## config.mk

```make
export PLATFORM = sky130hd
export DESIGN_NAME = instr_sequencer
export DESIGN_NICKNAME = d
export VERILOG_FILES = /design/src/rtl/instr_sequencer.sv
export SDC_FILE = /design/constraint.sdc
export NUM_CORES = 1
export LEC_CHECK = 0
export CELL_PAD_IN_SITES_DETAIL_PLACEMENT = 1
export CELL_PAD_IN_SITES_GLOBAL_PLACEMENT = 1
export CORE_MARGIN = 2
export CORE_UTILIZATION = 48
export DETAILED_ROUTE_END_ITERATION = 8
export PLACE_DENSITY = 0.81
export SLEW_MARGIN = 30
export SYNTH_ARGS = -nofsm -noshare
export SYNTH_HDL_FRONTEND = slang
export SYNTH_SLANG_ARGS = --single-unit
```

## constraint.sdc

```tcl
create_clock -name clk -period 2.4 [get_ports clk]
set_input_delay 0.48 -clock clk [delete_from_list [all_inputs] [get_ports clk]]
set_output_delay 0.48 -clock clk [all_outputs]
set_load 0.005 [all_outputs]
```

## src/rtl/instr_sequencer.sv

```systemverilog
// instr_sequencer: multi-cycle fetch/decode/exec/writeback sequencer with a 16x8 register file
// and an external combinational ALU.
module instr_sequencer #(
  parameter int PROG_START = 0,
  parameter int IMEM_AW = 8
) (
  input  logic               clk,
  input  logic               reset_n,
  input  logic               start,
  input  logic               abort,
  output logic               imem_rd_en,
  output logic [IMEM_AW-1:0] imem_addr,
  input  logic [15:0]        imem_rdata,
  output logic [2:0]         alu_op,
  output logic [7:0]         alu_a,
  output logic [7:0]         alu_b,
  input  logic [7:0]         alu_result,
  input  logic               alu_zero,
  output logic               busy,
  output logic               done,
  output logic               zero_flag,
  output logic [15:0]        retired,
  input  logic [3:0]         dbg_addr,
  output logic [7:0]         dbg_data
);
  localparam logic [2:0] OP_LDI = 3'b110;
  localparam logic [2:0] OP_HALT = 3'b111;
  typedef enum logic [2:0] {S_IDLE, S_FETCH, S_DECODE, S_EXEC, S_WB, S_HALTED} state_t;
  state_t r_state, w_next;
  logic [IMEM_AW-1:0] r_pc;
  logic [15:0] r_ir, r_retired;
  logic [7:0] r_rf [16];
  logic [7:0] r_res, r_alu_a, r_alu_b;
  logic [2:0] r_alu_op;
  logic r_res_zero, r_zero, r_done;
  logic [2:0] w_op;
  logic w_idle, w_start, w_ldi, w_unused;
  // Decode decisions use the memory word directly; it is only valid during DECODE.
  assign w_op = imem_rdata[15:13];
  assign w_idle = r_state == S_IDLE || r_state == S_HALTED;
  assign w_start = w_idle && start && !abort;
  assign w_ldi = r_ir[15:13] == OP_LDI;
  assign w_unused = r_ir[12];
  assign imem_rd_en = r_state == S_FETCH;
  assign imem_addr = r_pc;
  assign alu_op = r_alu_op;
  assign alu_a = r_alu_a;
  assign alu_b = r_alu_b;
  assign busy = !w_idle;
  assign done = r_done;
  assign zero_flag = r_zero;
  assign retired = r_retired;
  assign dbg_data = dbg_addr == 4'd0 ? 8'h00 : r_rf[dbg_addr];
  always_comb begin
    w_next = r_state;
    case (r_state)
      S_IDLE, S_HALTED: w_next = w_start ? S_FETCH : abort ? S_IDLE : r_state;
      S_FETCH:          w_next = S_DECODE;
      S_DECODE:         w_next = w_op == OP_HALT ? S_HALTED : w_op == OP_LDI ? S_WB : S_EXEC;
      S_EXEC:           w_next = S_WB;
      S_WB:             w_next = S_FETCH;
      default:          w_next = S_IDLE;
    endcase
    if (abort && !w_idle) w_next = S_IDLE;
  end
  always_ff @(posedge clk or negedge reset_n) begin
    if (!reset_n) begin
      r_state <= S_IDLE;
      r_pc <= IMEM_AW'(PROG_START);
      r_ir <= '0;
      r_retired <= '0;
      r_res <= '0;
      r_res_zero <= 1'b0;
      r_alu_op <= '0;
      r_alu_a <= '0;
      r_alu_b <= '0;
      r_zero <= 1'b0;
      r_done <= 1'b0;
      for (int i = 0; i < 16; i++) r_rf[i] <= '0;
    end else begin
      r_state <= w_next;
      r_done <= r_state == S_DECODE && w_op == OP_HALT && !abort;
      if (w_start) begin
        r_pc <= IMEM_AW'(PROG_START);
        r_retired <= '0;
        r_zero <= 1'b0;
      end
      // An abort cancels every side effect of the cycle it is sampled in.
      if (!abort && r_state == S_DECODE) begin
        r_ir <= imem_rdata;
        if (w_op < OP_LDI) begin
          r_alu_op <= w_op;
          r_alu_a <= r_rf[imem_rdata[7:4]];
          r_alu_b <= r_rf[imem_rdata[3:0]];
        end
      end
      if (!abort && r_state == S_EXEC) begin
        r_res <= alu_result;
        r_res_zero <= alu_zero;
      end
      if (!abort && r_state == S_WB) begin
        if (r_ir[11:8] != 4'd0) r_rf[r_ir[11:8]] <= w_ldi ? r_ir[7:0] : r_res;
        r_pc <= r_pc + IMEM_AW'(1);
        r_retired <= r_retired + {15'd0, ~&r_retired};
        if (!w_ldi) r_zero <= r_res_zero;
      end
    end
  end
endmodule

```

* Word-level counts from Yosys, hierarchy flattened
Index checks and enable logic that the tools add are counted.
** Word-level totals
- Word-level logic and storage cells :: 96
- Bits of input ports :: 33
- Flip-flop bits (word level) :: 201
- Output and inout port bits :: 55
** Operators by class
- Reductions and logical operators :: 21
- Magnitude comparators :: 6
- Add/sub/neg operators :: 2
- Bitwise gates (word level) :: 4
- Equal/unequal tests :: 9
- Muxes and demuxes :: 27
** Operators with widths (count)
- 128-bit bitwise mux :: 1
- 8-bit binary-select mux with 4-bit select :: 3
- 8-bit 2-to-1 mux :: 11
- 8-bit demux with 4-bit select :: 1
- 16-bit 2-to-1 mux :: 2
- 5-bit >= comparator (second input constant) :: 4
- 4-bit inverter with 5-bit output :: 4
- 16-bit by 1-bit adder with 16-bit output :: 1
- 16-bit AND reduction :: 1
- 3-bit equality test (second input constant) :: 5
- 3-bit 2-to-1 mux :: 5
- 3-bit one-hot mux with 5 select lines :: 1
- 1-bit logical AND :: 9
- 8-bit by 1-bit adder with 8-bit output (second input constant) :: 1
- 3-bit by 2-bit equality test with 1-bit output (second input constant) :: 2
- 5-bit by 1-bit less-than comparator with 1-bit output (second input constant) :: 1
- 4-bit zero test :: 1
- 4-bit inequality test (second input constant) :: 1
- 2-bit AND reduction :: 2
- 4-bit nonzero test :: 1
- 3-bit by 1-bit equality test with 1-bit output (second input constant) :: 1
- 1-bit zero test :: 3
- 3-bit zero test :: 1
- 3-bit less-than comparator (second input constant) :: 1
- other kinds (4) :: 6

* Longest topological paths before layout
- Depth after elaboration :: 7
- Depth in mapped cells :: 9
- Depth with buffers taken out :: 9

* Least setup slack after synthesis
OpenSTA, ideal clock, no wires.
- Path kind :: input-to-output
- Start :: input dbg_addr[0]
- End :: output dbg_data[2]
- Stages on the path :: 5
- Path buffers :: 2
- Data required time :: 1.920 ns
- Slack :: 0.086 ns
- Arrival time :: 1.834 ns
- Path through :: clkbuf_1 > buf_2 > mux4_2 > a221oi_1 > a21oi_1
** On the way
- Cells in the longest elaborated chain, start to end :: 5
- Elaborated cells between the ends (all ways) :: 6
- Classes of those cells :: mux (4); bitwise (1); reduce/logical (1)
** Ends and longest elaborated chain
- start, declared :: line 23 : input logic [3:0] dbg_addr,
- 4-bit inverter with 5-bit output (not written as such) :: line 53 : assign dbg_data = dbg_addr == 4'd0 ? 8'h00 : r_rf[dbg_addr];
- 8-bit binary-select mux with 4-bit select :: line 53
- 8-bit 2-to-1 mux (not written as such) (2 in a row) :: line 53
- 8-bit 2-to-1 mux * :: line 53
- end, declared :: line 24 : output logic [7:0] dbg_data
Mark *: on every way between the ends. The rest lies on a longest branch, timed or not. The select of a mux whose other input is x is not followed.

* Worst setup path in the final report
- Start :: register r_rf[38] (netlist bit)
- End :: output dbg_data[6]
** On the way
- Cells in the longest elaborated chain, start to end :: 4
** Ends and longest elaborated chain
- start, declared :: line 32 : logic [7:0] r_rf [16];
- start signal, assigned by index :: line 102 : if (r_ir[11:8] != 4'd0) r_rf[r_ir[11:8]] <= w_ldi ? r_ir[7:0] : r_res;
- 8-bit binary-select mux with 4-bit select :: line 53
- 8-bit 2-to-1 mux (not written as such) (2 in a row) :: line 53
- 8-bit 2-to-1 mux :: line 53
Every way passes these cells. The select of a mux whose other input is x is not followed.

==> impl_metrics.py <==
metrics = {
    "status": {
        "status": "complete, but fails checks",
        "violations_in_the_final_reports": "setup timing",
    },
    "run": {
        "cap_violations": 0,
    },
    "yosys": {
        "post_synth_num_cell_types": 46,
        "synth_top_area_cell": "sky130_fd_sc_hd__dfrtp_1",
        "post_synth.cell_area_avg_um2": 11.63,
        "mappedNetlistNets": 960,
        "synth_largest_type_area_fraction_pct": 46.59,
        "post_synthesis_instance_area_um2": 10740,
        "netlist_top_cells_count": "200 x sky130_fd_sc_hd__dfrtp_1, 105 x sky130_fd_sc_hd__nand2_1, 96 x sky130_fd_sc_hd__o21ai_0, 88 x sky130_fd_sc_hd__mux4_2, 75 x sky130_fd_sc_hd__nor2_1",
        "synth.top_cells.by_area": "sky130_fd_sc_hd__dfrtp_1 47%, sky130_fd_sc_hd__mux4_2 18%, sky130_fd_sc_hd__mux2i_1 4.5%",
        "yosys_register_bits": 200,
        "synth-async-reset-ratio_pct": 100.0,
        "yosys.cell_count.top_type": "sky130_fd_sc_hd__dfrtp_1",
        "syn_inst": 924,
        "yosysWarningCount": 0,
        "yosysSeqAreaShare_pct": 46.59,
        "synth_enable_flop_cells": 0,
        "synthFlopType": "sky130_fd_sc_hd__dfrtp_1",
    },
    "power_and_ir_drop": {
        "vdd_drop_max_mv": 0.4650,
        "powerDensity_nw_per_um2": 642.9,
        "leakage_uw": 0.006139,
        "design_power_total_uw": 8881,
    },
    "timing": {
        "hold_ws_ns": 0.4359,
        "setup_repair_after_global_routing_missed_its_margin": "yes",
        "min_period_over_period_pct": 104.3,
        "timing.final.crit_period_ns": 2.503,
        "hold_viol": 0,
        "timing.final.ws_setup_ns": -0.1032,
        "setup_viol_count_final": 2,
        "final_max_slew_violation_count": 0,
        "timing.clock.skew_ns": 0.01417,
        "transition_time_at_the_pin_with_the_least_slew_margin_ns": 0.6787,
        "fmax_ghz": 0.3995,
        "timing.slew.headroom_pct": 54.62,
    },
    "worst_hold_path": {
        "type_of_the_worst_min_delay_path": "reg -> reg",
    },
    "clock_network": {
        "cts_inserted_buffers": 17,
        "cts_max_path_buffers": 2,
        "htree_levels": 4,
        "cts.sinks": 200,
        "tritoncts": "done",
        "root_buffer": "sky130_fd_sc_hd__clkbuf_16",
        "clk-insertion-delay-late_ns": 0.46,
        "clk_pin_slew_worst_paths_ns": 0.08,
    },
    "layout": {
        "final-instance-count-excl-fill": 1408,
        "finalInstanceArea_um2": 13810,
        "finish.net_count": 1151,
        "fill_cells": 2253,
        "layout-drive-gt1-share_pct": 34.40,
        "syn2layout_area_growth_pct": 28.60,
        "num_antenna_cells": 0,
    },
    "global_routing": {
        "grt.overflow.total": 0,
        "vias_in_the_first_global_route": 10440,
        "track_usage_pct": 35.74,
        "maximum_number_of_pins_on_one_net_before_global_route_repair": 58,
        "grt_pass1_wl_mm": 63.75,
        "antenna_found_initial": 1,
    },
    "placement": {
        "portBuffers": 86,
        "dp_worst_setup_slack_ns": -0.8838,
        "hpwl_mm": 25.02,
        "post_dp_cell_area_um2": 12640,
        "gp_congestion": 0.9125,
        "dpl.cell_count": 1323,
    },
    "route": {
        "dr.first_iter.drc_count": 1125,
        "wl_per_cell_um": 30.93,
        "num_vias": 9806,
        "route.antenna.remaining_nets": 0,
        "routed_wirelength_mm": 43.55,
        "drcViolationCount": 0,
        "post_drt_via_cell_ratio": 6.964,
        "first_pass_iters": 7,
    },
    "die": {
        "die_w_um": 153.6,
        "dieArea_um2": 23590,
        "die-height_um": 153.6,
        "initial_core_util_pct": 49.07,
        "floorplan.io_pins": 88,
        "row_count": 54,
        "design.core.area_um2": 21890,
    },
    "setup_path": {
        "rrSetupSlack_ns": 0.19,
        "critPathKind": "reg -> out",
        "critPathRequiredTime_ns": 1.92,
        "cp-end-kind": "primary output",
        "path_max_fanout": 2,
        "cp.arrival_ns": 2.02,
        "critPathLaunchType": "flop",
    },
}
==> path summary, 6_finish.rpt <==
check	from	endpoint	depth (start not counted)
max in group asynchronous	reset_n	r_rf[78]$_DFFE_PN0P_	3
hold reg to reg	r_rf[120]$_DFFE_PN0P_	r_rf[120]$_DFFE_PN0P_	0
min in group asynchronous	reset_n	r_rf[76]$_DFFE_PN0P_	2
setup / recovery	r_rf[38]$_DFFE_PN0P_	dbg_data[6]	6
setup reg to reg	retired[9]$_DFFE_PN0P_	retired[10]$_DFFE_PN0P_	9
hold / removal	r_rf[120]$_DFFE_PN0P_	r_rf[120]$_DFFE_PN0P_	0
==> per-layer routing <==
metal | share of wire [%] | global-route usage (%)
met5 | 0.032 | 0
met1 | 36 | 44.21
met3 | 9.4 | 9.245
met2 | 47 | 57.31
met4 | 6.7 | 20.45
==> state kept, by name, summed over array words and instances (netlist names) <==
name and flops:
alu_b 8, alu_a 8, retired 16, r_res_zero 1, done 1, r_res 8, r_rf 128, zero_flag 1
imem_addr 8, r_ir 15, alu_op 3, r_state 3
==> metrics by stage <==
step / util [%] / TNS (ns)
CTS: 62.28 / -0.07316
global placement: 57.75 / -5.649
global route: 63.10 / -0.2500
finish: 63.10 / -0.1142
detailed placement: 57.75 / -8.506
floorplan: - / 0
==> layout make-up <==
class	instances	area [µm²]	area share, %
Timing Repair Buffer	249	2273	16.46
Clock buffer	19	432.9	3.134
Multi-Input combinational cell	641	5578	40.38
Clock inverter	13	138.9	1.005
Tap cell	280	350.3	2.536
Inverter	6	22.52	0.1630
Sequential cell	200	5017	36.32
==> kinds of logic (layout without fill, tap and decap cells) <==
family                     count (synthesis)  count (layout)  share of synthesized area, %
buffers and inverters                     83             287                         3.308
AOI/OAI and AO/OA                        206             206                         11.29
muxes                                    175             175                         27.01
xor gates and xnor gates                   2               2                        0.1631
and+or+nand+nor                          255             255                         11.29
DFF                                      200             200                         46.59
adders and majority gates                  3               3                        0.3495
==> timing repair <==
item	CTS	global route
setup buffers	35	18
gates resized for setup	77	24
cloned	0	0
hold endpoints to repair	26	0
setup endpoints to repair	10	12
hold buffers	1	0
pin swaps	13	9
==> where the power goes <==
part           switching [µW]  internal [µW]  total (µW)
clock                    1500           1470        2970
sequential                311           3670        3980
combinational            1090            835        1930
==> cell usage in the layout (no fill, tap or decap), types with 6 or more instances in the layout <==
cell / instances
sky130_fd_sc_hd__dfrtp_1: 190
sky130_fd_sc_hd__buf_4: 140
sky130_fd_sc_hd__nand2_1: 105
sky130_fd_sc_hd__o21ai_0: 91
sky130_fd_sc_hd__mux4_2: 88
sky130_fd_sc_hd__nor2_1: 74
sky130_fd_sc_hd__clkdlybuf4s50_1: 68
sky130_fd_sc_hd__a21oi_1: 58
sky130_fd_sc_hd__mux2i_1: 44
sky130_fd_sc_hd__mux2_2: 39
sky130_fd_sc_hd__nand3_1: 29
sky130_fd_sc_hd__clkbuf_16: 17
sky130_fd_sc_hd__buf_12: 17
sky130_fd_sc_hd__a221o_1: 14
sky130_fd_sc_hd__dfrtp_2: 10
sky130_fd_sc_hd__a221oi_2: 9
sky130_fd_sc_hd__nor2b_1: 8
sky130_fd_sc_hd__and3_1: 6
sky130_fd_sc_hd__nand4_1: 6
sky130_fd_sc_hd__a21oi_2: 6
sky130_fd_sc_hd__buf_6: 6
sky130_fd_sc_hd__buf_2: 6
==> critical path, stage by stage (launching register included) <==
cell	delay, ns
sky130_fd_sc_hd__dfrtp_1	0.41
sky130_fd_sc_hd__mux2i_2	0.30
sky130_fd_sc_hd__a221oi_2	0.12
sky130_fd_sc_hd__buf_4	0.17
sky130_fd_sc_hd__a221oi_4	0.32
sky130_fd_sc_hd__a21oi_2	0.11
sky130_fd_sc_hd__buf_6	0.13
Note: power is estimated with default switching activity, not from simulation.
